**src/rtl/pipeline_hazard_ctrl.sv**
```systemverilog
// Stall/flush sequencer for the 5-stage core: arbitrates dmem wait, mul/div,
// redirect, load-use and imem wait into per-register enable/flush controls.
module pipeline_hazard_ctrl #(
   parameter int REDIRECT_BUBBLES = 1,
   parameter int CNT_W            = 32
) (
   input  logic             clk,
   input  logic             reset,
   input  logic [4:0]       d_rs1,
   input  logic [4:0]       d_rs2,
   input  logic             d_uses_rs1,
   input  logic             d_uses_rs2,
   input  logic [4:0]       e_rd,
   input  logic             e_is_load,
   input  logic             e_reg_write,
   input  logic             e_redirect,
   input  logic             e_muldiv_start,
   input  logic             muldiv_done,
   input  logic             m_mem_req,
   input  logic             dmem_ready,
   input  logic             imem_ready,
   output logic             pc_enable,
   output logic             if_id_enable,
   output logic             if_id_flush,
   output logic             id_ex_enable,
   output logic             id_ex_flush,
   output logic             ex_mem_enable,
   output logic             ex_mem_flush,
   output logic [CNT_W-1:0] stall_count,
   output logic [CNT_W-1:0] flush_count
);

   typedef enum logic [1:0] {RUN, MULDIV, DMEM_WAIT, REFILL} state_t;

   localparam logic [2:0]       BUB_LOAD = 3'(REDIRECT_BUBBLES);
   localparam logic [CNT_W-1:0] CNT_ONE  = CNT_W'(1);

   state_t     state, state_nxt;
   logic [2:0] bub_cnt, bub_nxt;
   logic       dmem_stall;
   logic       load_use;
   logic       redirect_acc;

   function automatic logic [CNT_W-1:0] sat_inc(input logic [CNT_W-1:0] v, input logic en);
      if (en && (v != '1))
         return v + CNT_ONE;
      return v;
   endfunction

   assign dmem_stall = m_mem_req && !dmem_ready;
   assign load_use   = e_is_load && e_reg_write && (e_rd != 5'd0) &&
                       ((d_uses_rs1 && (d_rs1 == e_rd)) || (d_uses_rs2 && (d_rs2 == e_rd)));

   // A flushed register always has its enable dropped, so no register sees both.
   always_comb begin
      pc_enable     = 1'b1;
      if_id_enable  = 1'b1;
      if_id_flush   = 1'b0;
      id_ex_enable  = 1'b1;
      id_ex_flush   = 1'b0;
      ex_mem_enable = 1'b1;
      ex_mem_flush  = 1'b0;
      state_nxt     = state;
      bub_nxt       = bub_cnt;
      redirect_acc  = 1'b0;

      case (state)
         RUN: begin
            if (dmem_stall) begin
               pc_enable     = 1'b0;
               if_id_enable  = 1'b0;
               id_ex_enable  = 1'b0;
               ex_mem_enable = 1'b0;
               state_nxt     = DMEM_WAIT;
            end else if (e_muldiv_start) begin
               pc_enable     = 1'b0;
               if_id_enable  = 1'b0;
               id_ex_enable  = 1'b0;
               ex_mem_enable = 1'b0;
               ex_mem_flush  = 1'b1;
               state_nxt     = MULDIV;
            end else if (e_redirect) begin
               redirect_acc = 1'b1;
               if_id_enable = 1'b0;
               if_id_flush  = 1'b1;
               id_ex_enable = 1'b0;
               id_ex_flush  = 1'b1;
               if (REDIRECT_BUBBLES > 0) begin
                  bub_nxt   = BUB_LOAD;
                  state_nxt = REFILL;
               end
            end else if (load_use) begin
               pc_enable    = 1'b0;
               if_id_enable = 1'b0;
               id_ex_enable = 1'b0;
               id_ex_flush  = 1'b1;
            end else if (!imem_ready) begin
               pc_enable    = 1'b0;
               if_id_enable = 1'b0;
               if_id_flush  = 1'b1;
            end
         end
         MULDIV: begin
            // done is only accepted once memory has released the pipeline
            if (dmem_stall) begin
               pc_enable     = 1'b0;
               if_id_enable  = 1'b0;
               id_ex_enable  = 1'b0;
               ex_mem_enable = 1'b0;
            end else if (muldiv_done) begin
               state_nxt = RUN;
            end else begin
               pc_enable     = 1'b0;
               if_id_enable  = 1'b0;
               id_ex_enable  = 1'b0;
               ex_mem_enable = 1'b0;
               ex_mem_flush  = 1'b1;
            end
         end
         DMEM_WAIT: begin
            if (!dmem_ready) begin
               pc_enable     = 1'b0;
               if_id_enable  = 1'b0;
               id_ex_enable  = 1'b0;
               ex_mem_enable = 1'b0;
            end else begin
               state_nxt = RUN;
            end
         end
         REFILL: begin
            if_id_enable = 1'b0;
            if_id_flush  = 1'b1;
            if (dmem_stall) begin
               pc_enable     = 1'b0;
               id_ex_enable  = 1'b0;
               ex_mem_enable = 1'b0;
            end else if (e_muldiv_start) begin
               pc_enable     = 1'b0;
               id_ex_enable  = 1'b0;
               ex_mem_enable = 1'b0;
               ex_mem_flush  = 1'b1;
               state_nxt     = MULDIV;
            end else if (e_redirect) begin
               redirect_acc = 1'b1;
               id_ex_enable = 1'b0;
               id_ex_flush  = 1'b1;
               bub_nxt      = BUB_LOAD;
            end else begin
               pc_enable = imem_ready;
               if (imem_ready) begin
                  bub_nxt = bub_cnt - 3'd1;
                  if ((bub_cnt == 3'd1) || (bub_cnt == 3'd0))
                     state_nxt = RUN;
               end
            end
         end
         default: state_nxt = RUN;
      endcase

      if (reset) begin
         pc_enable     = 1'b0;
         if_id_enable  = 1'b0;
         if_id_flush   = 1'b1;
         id_ex_enable  = 1'b0;
         id_ex_flush   = 1'b1;
         ex_mem_enable = 1'b0;
         ex_mem_flush  = 1'b1;
      end
   end

   always_ff @(posedge clk or posedge reset) begin
      if (reset) begin
         state       <= RUN;
         bub_cnt     <= 3'd0;
         stall_count <= '0;
         flush_count <= '0;
      end else begin
         state       <= state_nxt;
         bub_cnt     <= bub_nxt;
         stall_count <= sat_inc(stall_count, !pc_enable);
         flush_count <= sat_inc(flush_count, redirect_acc);
      end
   end

endmodule

```
**config.mk**
```make
export PLATFORM = sky130hd
export DESIGN_NAME = pipeline_hazard_ctrl
export DESIGN_NICKNAME = d
export VERILOG_FILES = /design/src/rtl/pipeline_hazard_ctrl.sv
export SDC_FILE = /design/constraint.sdc
export NUM_CORES = 1
export LEC_CHECK = 0
export ABC_AREA = 1
export BUFFER_PORTS_ARGS = -buffer_cell sky130_fd_sc_hd__buf_2
export CORE_ASPECT_RATIO = 1.4
export CORE_MARGIN = 2
export CORE_UTILIZATION = 30
export CTS_BUF_LIST = sky130_fd_sc_hd__clkbuf_16
export DETAILED_ROUTE_END_ITERATION = 16
export PLACE_DENSITY = 0.46
export SLEW_MARGIN = 0
export SYNTH_ARGS = -nofsm -noshare
export SYNTH_HDL_FRONTEND = slang
export SYNTH_SLANG_ARGS = --single-unit
export TNS_END_PERCENT = 20
```
**constraint.sdc**
```tcl
create_clock -name clk -period 3 [get_ports clk]
set_input_delay 0 -clock clk [delete_from_list [all_inputs] [get_ports clk]]
set_output_delay 0 -clock clk [all_outputs]
set_load 0.01 [all_outputs]
```
==> out/results.md, run 1 <==
| Quantity | Reported | Unit |
|---|---|---|
| Total wire length after detailed routing | 14,100 | um |
| Static leakage power | 2.95 | nW |
| Post-Syn Area per Cell | 6.91 | um2 |
| Total GRT Usage | 17.8 | % |
| Post-CTS resize count | 0 | - |
| Count of yosys warnings during synthesis | 0 | - |
| Sequential cell area in the final layout | 1730 | um2 |
| # H-tree levels | 3 | - |
| Maximum clock frequency | 438 | MHz |
| Number of buffers inserted during clock tree synthesis | 9 | - |
| Synth Cell Area | 4710 | um2 |
| Antenna diode instance count | 0 | - |
| DRC marker count from the first detailed-route iteration | 182 | - |
| CP Data Required Time | 3000 | ps |
| DIE WIDTH | 110 | um |
| Cell seen most often among critical-path stages | sky130_fd_sc_hd__inv_1 | - |
| I/O pin total | 98 | - |
| Synth Register Bits | 69 | - |
| Worst hold path startpoint | e_redirect | - |
| Max Root-Sink Buffers | 2 | - |
| Leading cell type in the layout, fill and taps excluded | sky130_fd_sc_hd__nand2_1 | - |
| Ordered list of cells on the worst path | inv_1, ha_1, inv_1, nor2_1, nand2_1, nand2_2, buf_4, inv_1, buf_2 | - |
| Die Area | 16,700 | um2 |
| Starting density of the core | 30.5 | % |
| Worst Max-Slew Pin Slew | 908 | ps |
| Number of stages on the worst hold path | 4 | - |
| Sequential share of the synthesized area | 36.6 | % |
| Combinational family with the most area after synthesis | simple AND/OR/NAND/NOR gates | - |
| Signed area change from the synthesized netlist to the final layout | 20.8 | % |
| Number of nets with antenna violations after routing | 0 | - |
| Skew-Pair Late Insertion Delay | 340 | ps |
| Endpoints failing hold | 0 | - |
| Class of the most critical hold timing path | input port to flip-flop | - |
| Largest stage delay on the critical path | 410 | ps |
| Routed vias | 4,707 | - |
| Total DRC errors in the routed layout | 0 | - |
| Detailed-route wire length per cell | 14.4 | um |
| First-pass GRT wire length | 23,600 | um |
| Final setup fails | 0 | - |
| Unrepaired setup endpoints after global routing | false | - |
| Slowest cell on crit path | sky130_fd_sc_hd__dfrtp_1 | - |
| Die H | 152 | um |
| Power spent charging and discharging nets | 0.00122 | W |
| Synthesized Nets | 719 | - |
| Worst path arrival time | 2280 | ps |
| Final worst-path setup slack | 718 | ps |
| Largest fanout on the critical path | 34 | - |
| Critical Setup Path Class | flip-flop to output pin | - |
| Xor and xnor area share after synthesis | 10.4 | % |
| Via count normalized by instance count | 4.80 | - |
| Number of post-CTS setup repair buffers | 0 | - |
| Initial antenna violation count | 0 | - |
| Sum of overflow across all layers after global routing | 0 | - |
| Count of distinct cell types in the synthesized netlist | 35 | - |
| Clock-pin slew reported for the worst setup and hold paths after clock tree synthesis | 50 | ps |
| Max-slew violation count | 0 | - |
| Worst setup EP type | output pin | - |
| Proportion of layout cells with a drive suffix above 1 | 17.3 | % |
| Share of synthesized cell area in full adder, half adder and majority cells | 2.65 | % |
| Number of standard cells after synthesis | 682 | - |
| Simple logic cell fraction of the synthesized area | 38.6 | % |
| Sequential Power Share | 37.0 | % |
| Cell at the root of the clock tree | sky130_fd_sc_hd__clkbuf_16 | - |
| Endpoint of the worst hold path | bub_cnt[1] | - |
| Worst slack after detailed placement | 799 | ps |
| Worst flop-to-flop path endpoint | stall_count[0] | - |
| Period utilisation layout | 76.1 | % |
| Worst reg2reg setup slack | 810 | ps |
| Share of synthesized area spent on multiplexers | 0 | % |
| Share of total power in the clock network | 32.7 | % |
| Maximum number of pins on one net before global-route repair | 68 | - |
| Via count of the first global-routing pass | 4,794 | - |
| Number of detailed-route iterations in the first pass | 4 | - |
| Number of fillers in the final layout | 1,662 | - |
| IR drop worst, VDD | 0.000255 | V |
| Max-cap check violation count | 0 | - |
| Relative max-transition margin | 39.5 | % |
| R2r startpoint | state[0] | - |
| Setup Total Neg Slack | 0 | ps |
| Share of total power in combinational logic | 30.2 | % |
| Port Buf Inserts | 97 | - |
| Final GP Congestion | 0.922 | - |
| Kind of launch point of the worst setup path | flip-flop | - |
| Pwr/cell area | 571 | nW/um2 |
| Share of total power consumed by net switching | 37.6 | % |
| Path depth of the worst reg2reg path | 10 | - |
| Area taken by multi-input logic gates | 2610 | um2 |
| Number of sinks on the clock net | 69 | - |
| Core Box Area | 15,500 | um2 |
| Row count | 54 | - |
| Design internal power | 0.00203 | W |
| Clock tree skew after final layout | 7.08 | ps |
| TritonCTS clock tree | built | - |
| Run status | finished clean | - |
| Commonest non-fill, non-tap cells in the layout | sky130_fd_sc_hd__nand2_1 (233), sky130_fd_sc_hd__buf_2 (97), sky130_fd_sc_hd__nor2_1 (73), sky130_fd_sc_hd__inv_1 (73), sky130_fd_sc_hd__dfrtp_1 (69) | - |
| Final worst path period need | 2280 | ps |
| Final nets | 818 | - |
| Compound-gate portion of the synthesized area | 3.69 | % |
| Detailed placer's ending HPWL | 10,800 | um |
==> flip-flops by register name (all words and copies together) (netlist names) <==
name and count:
bub_cnt 3, flush_count 32, stall_count 32, state 2
==> synth_stat cells, drive strengths merged <==
library cell / number / area, um2
o22ai: 1 / 6.26
inv: 79 / 297
nand3: 59 / 300
o311ai: 1 / 8.76
ha: 10 / 125
xnor2: 16 / 140
nand2: 235 / 887
a21oi: 7 / 35.0
nor3b: 1 / 7.51
nor4b: 1 / 8.76
nor3: 30 / 165
o211ai: 1 / 7.51
o31a: 1 / 8.76
or2: 1 / 6.26
buf: 12 / 72.6
a221oi: 1 / 8.76
nor4: 5 / 43.8
nor2: 77 / 309
a41oi: 1 / 8.76
o21ai: 18 / 90.1
dfrtp: 69 / 1730
clkbuf: 2 / 7.51
xor2: 40 / 350
nand4: 14 / 93.8
==> power groups by stage <==
stage	registers, W	logic, W	clock network [W]
detailed placement	0.00122	0.000995	0
finish	0.00120	0.000983	0.00106
CTS	0.00121	0.00100	0.00111
global route	0.00123	0.00113	0.00114
floorplan	0.00122	0.000647	0
global placement	0.00121	0.000987	0
==> worst max-delay path: cells and delay by family, from the launching register on <==
kind                       cells  cell delay [ps]
DFF                            1              410
and+or+nand+nor                3              420
buffers and inverters          5              830
adders and majority gates      1              270
==> cells by family (layout without fill, tap and decap cells) <==
group	after synthesis	count (layout)
buf+inv	93	196
fa+ha+maj	10	10
compound gates	31	31
simple gates	423	423
flops	69	69
xor+xnor	56	56
==> area by class of cell <==
class                   count  area share, %
clock buffers               9           3.96
clock inverters             6           1.12
inverters                  79           5.21
multi-input cells         520           45.9
flip-flops and latches     69           30.3
well taps                 196           4.31
repair buffers            102           9.23
==> through the flow <==
step | hold WS, ps | utilization [%] | total power, W | instances | area (um2)
2_1_floorplan | 44.1 | - | 0.00187 | 682 | 4710
5_1_grt | 62.8 | 36.8 | 0.00350 | 981 | 5690
6_report | 24.8 | 36.8 | 0.00325 | 981 | 5690
4_1_cts | 11.0 | 36.8 | 0.00332 | 981 | 5690
3_3_place_gp | -68.1 | 34.9 | 0.00220 | 965 | 5400
3_5_place_dp | -67.0 | 34.9 | 0.00222 | 965 | 5400
==> what timing repair did <==
action | in CTS | in global routing
hold buffers | 1 | 0
endpoints found under the setup margin | 0 | 0
hold endpoints to repair | 2 | 0
==> layer usage <==
metal	up-vias	part of all wire, %	wire [um]	GRT usage [%]
met4	0	3.8	542	8.32
met2	95	52	7350	31.8
met3	31	3.1	431	2.87
met1	2214	41	5790	20.0
met5	-	0	0	0
li1	2367	-	-	-
==> how the worst max path moves through the flow <==
stage | start | end | cells after the start
after detailed placement | state[0] | stall_count[0] | 10
after CTS | state[0] | pc_enable | 10
after global routing | state[0] | pc_enable | 9
final | state[0] | pc_enable | 9
after floorplan | reset | stall_count[21] | 7
after global placement | state[0] | flush_count[27] | 10
(Power assumes the default switching activity.)
==> inputs of run 2 (changes only) <==
--- a/config.mk
+++ b/config.mk
@@ -12,7 +12,7 @@
 export CORE_UTILIZATION = 30
 export CTS_BUF_LIST = sky130_fd_sc_hd__clkbuf_16
 export DETAILED_ROUTE_END_ITERATION = 16
-export PLACE_DENSITY = 0.46
+export PLACE_DENSITY = 0.48
 export SLEW_MARGIN = 0
 export SYNTH_ARGS = -nofsm -noshare
 export SYNTH_HDL_FRONTEND = slang
==> constraint.sdc (replaced) <==
create_clock -name clk -period 1.9 [get_ports clk]
set_input_delay 0 -clock clk [delete_from_list [all_inputs] [get_ports clk]]
set_output_delay 0 -clock clk [all_outputs]
set_load 0.01 [all_outputs]
==> out/results.md, run 2 (synthesized netlist as in run 1, its figures left out) <==
| Quantity | Reported | Unit | Delta |
|---|---|---|---|
| Final worst path period need | 1820 | ps |  |
| Detailed placer's ending HPWL | 11,600 | um | was 10,800 um |
| Total GRT Usage | 17.9 | % | was 17.8% |
| DIE WIDTH | 110 | um | unchanged |
| Max-cap check violation count | 0 | - | unchanged |
| Skew-Pair Late Insertion Delay | 330 | ps | was 340 ps |
| Largest fanout on the critical path | 5 | - | was 34 |
| Port Buf Inserts | 97 | - | unchanged |
| DRC marker count from the first detailed-route iteration | 321 | - | was 182 |
| Kind of launch point of the worst setup path | flip-flop | - | unchanged |
| Core Box Area | 15,500 | um2 | unchanged |
| Class of the most critical hold timing path | input port to flip-flop | - | unchanged |
| Via count of the first global-routing pass | 4,923 | - | was 4,794 |
| Number of buffers inserted during clock tree synthesis | 9 | - | unchanged |
| Static leakage power | 3.35 | nW | was 2.95 nW |
| I/O pin total | 98 | - | unchanged |
| Antenna diode instance count | 0 | - | unchanged |
| Proportion of layout cells with a drive suffix above 1 | 26.0 | % | was 17.3% |
| Total cell area at the placement stage | 5910 | um2 | was 5400 um2 |
| Area taken by multi-input logic gates | 2690 | um2 | was 2610 um2 |
| TritonCTS clock tree | built | - | unchanged |
| Run status | finished clean | - | unchanged |
| Clock-pin slew reported for the worst setup and hold paths after clock tree synthesis | 60 | ps | was 50 ps |
| Largest registers | flush_count (32), stall_count (32), bub_cnt (3) | - | unchanged |
| Number of sinks on the clock net | 69 | - | unchanged |
| Commonest non-fill, non-tap cells in the layout | sky130_fd_sc_hd__nand2_1 (229), sky130_fd_sc_hd__buf_2 (97), sky130_fd_sc_hd__inv_1 (71), sky130_fd_sc_hd__nor2_1 (70), sky130_fd_sc_hd__dfrtp_1 (69) | - | was sky130_fd_sc_hd__nand2_1 (233), sky130_fd_sc_hd__buf_2 (97), sky130_fd_sc_hd__nor2_1 (73), sky130_fd_sc_hd__inv_1 (73), sky130_fd_sc_hd__dfrtp_1 (69) |
| Routed vias | 4,941 | - | was 4,707 |
| Unrepaired setup endpoints after global routing | true | - | was false |
| Leading cell type in the layout, fill and taps excluded | sky130_fd_sc_hd__nand2_1 | - | unchanged |
| Post-Layout Inst Area | 6390 | um2 | was 5690 um2 |
| Number of nets with antenna violations after routing | 0 | - | unchanged |
| Number of detailed-route iterations in the first pass | 4 | - | unchanged |
| Die H | 152 | um | unchanged |
| Cell at the root of the clock tree | sky130_fd_sc_hd__clkbuf_16 | - | unchanged |
| Pwr/cell area | 919 | nW/um2 | was 571 nW/um2 |
| Total DRC errors in the routed layout | 0 | - | unchanged |
| Clock tree skew after final layout | 9.89 | ps | was 7.08 ps |
| Max-slew violation count | 0 | - | unchanged |
| First-pass GRT wire length | 23,700 | um | was 23,600 um |
| Final GP Congestion | 0.931 | - | was 0.922 |
| Worst setup path startpoint | stall_count[4] | - | was state[0] |
| Maximum clock frequency | 549 | MHz |  |
| Number of fillers in the final layout | 1,629 | - | was 1,662 |
| IR drop worst, VDD | 0.000455 | V | was 0.000255 V |
| Die Area | 16,700 | um2 | unchanged |
| Initial antenna violation count | 0 | - | unchanged |
| Worst setup EP type | flip-flop | - | was output pin |
| Detailed-route wire length per cell | 13.9 | um | was 14.4 um |
| Row count | 54 | - | unchanged |
| Signed area change from the synthesized netlist to the final layout | 35.5 | % | was 20.8% |
| Relative max-transition margin | 55.7 | % | was 39.5% |
| Final setup fails | 0 | - | unchanged |
| Final nets | 885 | - | was 818 |
| Total wire length after detailed routing | 14,600 | um | was 14,100 um |
| Endpoints failing hold | 0 | - | unchanged |
| Critical Setup Path Class | flip-flop to flip-flop | - | was flip-flop to output pin |
| CP Data Required Time | 2120 | ps | was 3000 ps |
| Max Root-Sink Buffers | 2 | - | unchanged |
| Worst path arrival time | 2040 | ps | was 2280 ps |
| Setup Total Neg Slack | 0 | ps | unchanged |
| Sum of overflow across all layers after global routing | 0 | - | unchanged |
| Sequential cell area in the final layout | 1730 | um2 | unchanged |
| Period utilisation layout | 95.9 | % |  |
| Via count normalized by instance count | 4.71 | - | was 4.80 |
| Worst hold path startpoint | e_redirect | - | unchanged |
| R2r startpoint | stall_count[4] | - | was state[0] |
| Worst Max-Slew Pin Slew | 665 | ps | was 908 ps |
| Maximum number of pins on one net before global-route repair | 51 | - | was 68 |
| # H-tree levels | 3 | - | unchanged |
| Starting density of the core | 30.5 | % | unchanged |
[run 2: cell count changes in the layout (fill, tap and decap cells not counted), moves of 3 or more]
cell | before | now
sky130_fd_sc_hd__nand3_1 | 58 | 55
sky130_fd_sc_hd__nand2_1 | 233 | 229
sky130_fd_sc_hd__inv_2 | 6 | 9
sky130_fd_sc_hd__nor2_1 | 73 | 70
sky130_fd_sc_hd__buf_12 | 0 | 4
sky130_fd_sc_hd__ha_1 | 10 | 7
sky130_fd_sc_hd__nand3_2 | 1 | 4
sky130_fd_sc_hd__nand2_2 | 2 | 6
sky130_fd_sc_hd__buf_4 | 4 | 64
[run 2: worst max-delay path, cell delays in order, from the launching register on]
cell and delay (ps):
sky130_fd_sc_hd__dfrtp_1 420, sky130_fd_sc_hd__nand2_1 90, sky130_fd_sc_hd__nor2_1 200, sky130_fd_sc_hd__nand4_2 150
sky130_fd_sc_hd__buf_4 200, sky130_fd_sc_hd__nor2_1 240, sky130_fd_sc_hd__nand2_1 110, sky130_fd_sc_hd__xor2_1 160
sky130_fd_sc_hd__nand3_1 80, sky130_fd_sc_hd__nand2_1 60
[run 2: final timing paths]
check / to / slack, ps / cells past startpoint
max in group asynchronous: flush_count[3] / 940 / 4
min: bub_cnt[1] / 30 / 4
min in group asynchronous: stall_count[30] / 360 / 4
max reg2reg: stall_count[26] / 80 / 9
max: stall_count[26] / 80 / 9
min reg2reg: flush_count[2] / 520 / 1
[run 2: per-layer routing]
layer / GRT usage, % / vias to the layer above / wire, um
met5: 0 / - / 0
met4: 7.53 / 0 / 489
li1: - / 2482 / -
met3: 2.78 / 29 / 567
met1: 19.9 / 2307 / 5840
met2: 32.6 / 123 / 7700
[run 2: where the power goes]
part           internal [W]  switching, W
Clock               0.00127      0.000645
Sequential          0.00166      0.000166
Combinational      0.000941       0.00119
[run 2: cell type report]
cell class | count | area share [%]
timing repair buffer | 169 | 17.1
inverter | 79 | 4.70
clock inverter | 7 | 1.67
sequential | 69 | 27.0
clock buffer | 9 | 3.53
tap | 196 | 3.84
multi-input combinational | 520 | 42.1
[run 2: per-stage QoR]
| step | instances | worst slack, ps | hold slack [ps] | power (W) | utilization (%) |
|---|---|---|---|---|---|
| finish | 1049 | 77.8 | 33.4 | 0.00587 | 41.3 |
| global route | 1049 | -16.2 | 48.5 | 0.00626 | 41.3 |
| CTS | 1046 | 2.11 | 18.2 | 0.00579 | 40.6 |
| detailed placement | 1028 | -143 | 151 | 0.00380 | 38.2 |
| global placement | 1028 | -95.4 | 155 | 0.00378 | 38.2 |
| floorplan | 682 | 7.81 | 44.1 | 0.00296 | - |
[run 2: repair_timing]
item	CTS	global route
endpoints found under the hold margin	69	0
pin swaps	1	4
hold buffers	1	0
gates resized for setup	5	24
setup buffers	1	3
endpoints found under the setup margin	21	50
==> inputs of run 3 (changes only) <==
--- a/config.mk
+++ b/config.mk
@@ -9,10 +9,10 @@
 export BUFFER_PORTS_ARGS = -buffer_cell sky130_fd_sc_hd__buf_2
 export CORE_ASPECT_RATIO = 1.4
 export CORE_MARGIN = 2
-export CORE_UTILIZATION = 30
+export CORE_UTILIZATION = 37
 export CTS_BUF_LIST = sky130_fd_sc_hd__clkbuf_16
 export DETAILED_ROUTE_END_ITERATION = 16
-export PLACE_DENSITY = 0.48
+export PLACE_DENSITY = 0.57
 export SLEW_MARGIN = 0
 export SYNTH_ARGS = -nofsm -noshare
 export SYNTH_HDL_FRONTEND = slang
==> out/results.md, run 3 (synthesized netlist as in run 1, its figures left out) <==
| Quantity | Reported | Unit | Delta |
|---|---|---|---|
| Number of fillers in the final layout | 1,272 | - | was 1,629 |
| Detailed-route wire length per cell | 14.7 | um | was 13.9 um |
| Max-cap check violation count | 0 | - | unchanged |
| DRC marker count from the first detailed-route iteration | 196 | - | was 321 |
| Share of total power in combinational logic | 36.1 | % | was 36.4% |
| Critical Setup Path Class | flip-flop to output pin | - | was flip-flop to flip-flop |
| Largest fanout on the critical path | 7 | - | was 5 |
| Hold buffers post-CTS | 0 | - | was 1 |
| Endpoints failing hold | 0 | - | unchanged |
| DIE WIDTH | 99.4 | um | was 110 um |
| Kind of launch point of the worst setup path | flip-flop | - | unchanged |
| Clock-pin slew reported for the worst setup and hold paths after clock tree synthesis | 60 | ps | about the same |
| Die H | 138 | um | was 152 um |
| Signed area change from the synthesized netlist to the final layout | 32.4 | % | was 35.5% |
| Total chip power | 0.00589 | W | was 0.00587 W |
| Routed vias | 4,894 | - | was 4,941 |
| Final nets | 875 | - | was 885 |
| Via count normalized by instance count | 4.93 | - | was 4.71 |
| Cell at the root of the clock tree | sky130_fd_sc_hd__clkbuf_16 | - | unchanged |
| Setup Total Neg Slack | 0 | ps | unchanged |
| Final setup fails | 0 | - | unchanged |
| Number of sinks on the clock net | 69 | - | unchanged |
| I/O pin total | 98 | - | unchanged |
| Share of total power in the clock network | 32.9 | % | was 32.6% |
| # H-tree levels | 3 | - | unchanged |
| Port Buf Inserts | 97 | - | unchanged |
| Relative max-transition margin | 37.3 | % | was 55.7% |
| Starting density of the core | 38.1 | % | was 30.5% |
| IR drop worst, VDD | 0.000487 | V | was 0.000455 V |
| Worst path arrival time | 1820 | ps | was 2040 ps |
| Die Area | 13,700 | um2 | was 16,700 um2 |
| Via count of the first global-routing pass | 4,812 | - | was 4,923 |
| Largest registers | flush_count (32), stall_count (32), bub_cnt (3) | - | unchanged |
| Total wire length after detailed routing | 14,600 | um | about the same |
| Maximum number of pins on one net before global-route repair | 70 | - | was 51 |
| Max Root-Sink Buffers | 2 | - | unchanged |
| Initial antenna violation count | 0 | - | unchanged |
| Total GRT Usage | 21.6 | % | was 17.9% |
| Core Box Area | 12,400 | um2 | was 15,500 um2 |
| Sum of overflow across all layers after global routing | 0 | - | unchanged |
| Share of total power consumed by net switching | 34.9 | % | was 34.1% |
| CP Data Required Time | 1900 | ps | was 2120 ps |
| Row count | 48 | - | was 54 |
| Proportion of layout cells with a drive suffix above 1 | 25.3 | % | was 26.0% |
| Leading cell type in the layout, fill and taps excluded | sky130_fd_sc_hd__nand2_1 | - | unchanged |
| Final worst-path setup slack | 75.4 | ps | was 77.8 ps |
| Skew-Pair Late Insertion Delay | 330 | ps | about the same |
| Design internal power | 0.00383 | W | was 0.00387 W |
| Commonest non-fill, non-tap cells in the layout | sky130_fd_sc_hd__nand2_1 (231), sky130_fd_sc_hd__buf_2 (97), sky130_fd_sc_hd__inv_1 (71), sky130_fd_sc_hd__dfrtp_1 (69), sky130_fd_sc_hd__nor2_1 (68) | - | was sky130_fd_sc_hd__nand2_1 (229), sky130_fd_sc_hd__buf_2 (97), sky130_fd_sc_hd__inv_1 (71), sky130_fd_sc_hd__nor2_1 (70), sky130_fd_sc_hd__dfrtp_1 (69) |
| Period utilisation layout | 96.0 | % | was 95.9% |
| Worst slack after detailed placement | 13.6 | ps | was -143 ps |
| Sequential Power Share | 31.1 | % | about the same |
| First-pass GRT wire length | 23,200 | um | was 23,700 um |
| TritonCTS clock tree | built | - | unchanged |
| Clock tree skew after final layout | 9.26 | ps | was 9.89 ps |
| Worst Max-Slew Pin Slew | 941 | ps | was 665 ps |
| Number of detailed-route iterations in the first pass | 4 | - | unchanged |
| Run status | finished clean | - | unchanged |
| Static leakage power | 3.28 | nW | was 3.35 nW |
| Path depth of the worst reg2reg path | 12 | - | was 9 |
| Antenna diode instance count | 0 | - | unchanged |
| Detailed placer's ending HPWL | 11,100 | um | was 11,600 um |
| Number of buffers inserted during clock tree synthesis | 9 | - | unchanged |
| Total DRC errors in the routed layout | 0 | - | unchanged |
| Number of nets with antenna violations after routing | 0 | - | unchanged |
| Max-slew violation count | 0 | - | unchanged |
| Number of stages on the worst hold path | 4 | - | unchanged |
| Unrepaired setup endpoints after global routing | true | - | unchanged |
| Pwr/cell area | 943 | nW/um2 | was 919 nW/um2 |
| Final worst path period need | 1820 | ps | about the same |
| Class of the most critical hold timing path | input port to flip-flop | - | unchanged |
| Final GP Congestion | 0.972 | - | was 0.931 |
| Power spent charging and discharging nets | 0.00205 | W | was 0.00200 W |
| Maximum clock frequency | 548 | MHz | was 549 MHz |
| Worst setup EP type | output pin | - | was flip-flop |
-- run 3: critical path, stage by stage (launching register included) --
cell and delay (ps):
sky130_fd_sc_hd__dfrtp_1 390, sky130_fd_sc_hd__inv_2 70, sky130_fd_sc_hd__buf_4 110, sky130_fd_sc_hd__ha_2 170, sky130_fd_sc_hd__nand2_1 70, sky130_fd_sc_hd__nand3_1 90, sky130_fd_sc_hd__nand2_2 70, sky130_fd_sc_hd__a21oi_2 140
sky130_fd_sc_hd__nand2_2 100, sky130_fd_sc_hd__buf_12 150, sky130_fd_sc_hd__inv_1 40, sky130_fd_sc_hd__buf_2 110
-- run 3: per-layer routing --
metal / global-route usage (%) / up-vias / part of all wire, %
met1: 23.5 / 2282 / 40
met4: 8.60 / 0 / 2.7
li1: - / 2473 / -
met2: 41.1 / 116 / 55
met5: 0 / - / 0
met3: 3.86 / 23 / 3.1
-- run 3: metrics by stage --
step	cells	instance area (um2)	util [%]	hold slack, ps
final	993	6240	50.4	14.4
after global routing	993	6240	50.4	36.0
after CTS	988	6110	49.4	4.47
after detailed placement	971	5740	46.4	339
after global placement	971	5740	46.4	336
after floorplan	682	4720	-	44.1
-- run 3: what timing repair did --
| action | in CTS | in global routing |
|---|---|---|
| pin swaps | 2 | 6 |
| endpoints found under the setup margin | 3 | 62 |
| cloned | 0 | 2 |
| buffers inserted | 1 | 3 |
| gates resized for setup | 6 | 22 |
-- run 3: path summary, 6_finish.rpt --
| kind | startpoint | to | slack, ps |
|---|---|---|---|
| hold reg to reg | flush_count[5] | flush_count[5] | 520 |
| hold / removal | e_redirect | bub_cnt[2] | 10 |
| setup / recovery | state[0] | pc_enable | 80 |
| max in group asynchronous | reset | flush_count[13] | 1200 |
| setup reg to reg | state[0] | stall_count[17] | 100 |
| min in group asynchronous | reset | stall_count[27] | 90 |
-- run 3: power by group through the flow --
stage / clock, W / combinational, W / sequential (W)
floorplan: 0 / 0.00103 / 0.00193
global placement: 0 / 0.00187 / 0.00184
detailed placement: 0 / 0.00190 / 0.00185
CTS: 0.00198 / 0.00195 / 0.00182
global route: 0.00206 / 0.00236 / 0.00186
finish: 0.00193 / 0.00212 / 0.00183
-- run 3: area by class of cell --
class / count / area [um2] / area share [%]
Inverter: 79 / 300 / 4.81
Sequential cell: 69 / 1730 / 27.7
Timing Repair Buffer: 159 / 1000 / 16.0
Tap cell: 150 / 188 / 3.01
Clock buffer: 9 / 225 / 3.61
Clock inverter: 7 / 115 / 1.84
Multi-Input combinational cell: 520 / 2680 / 43.0
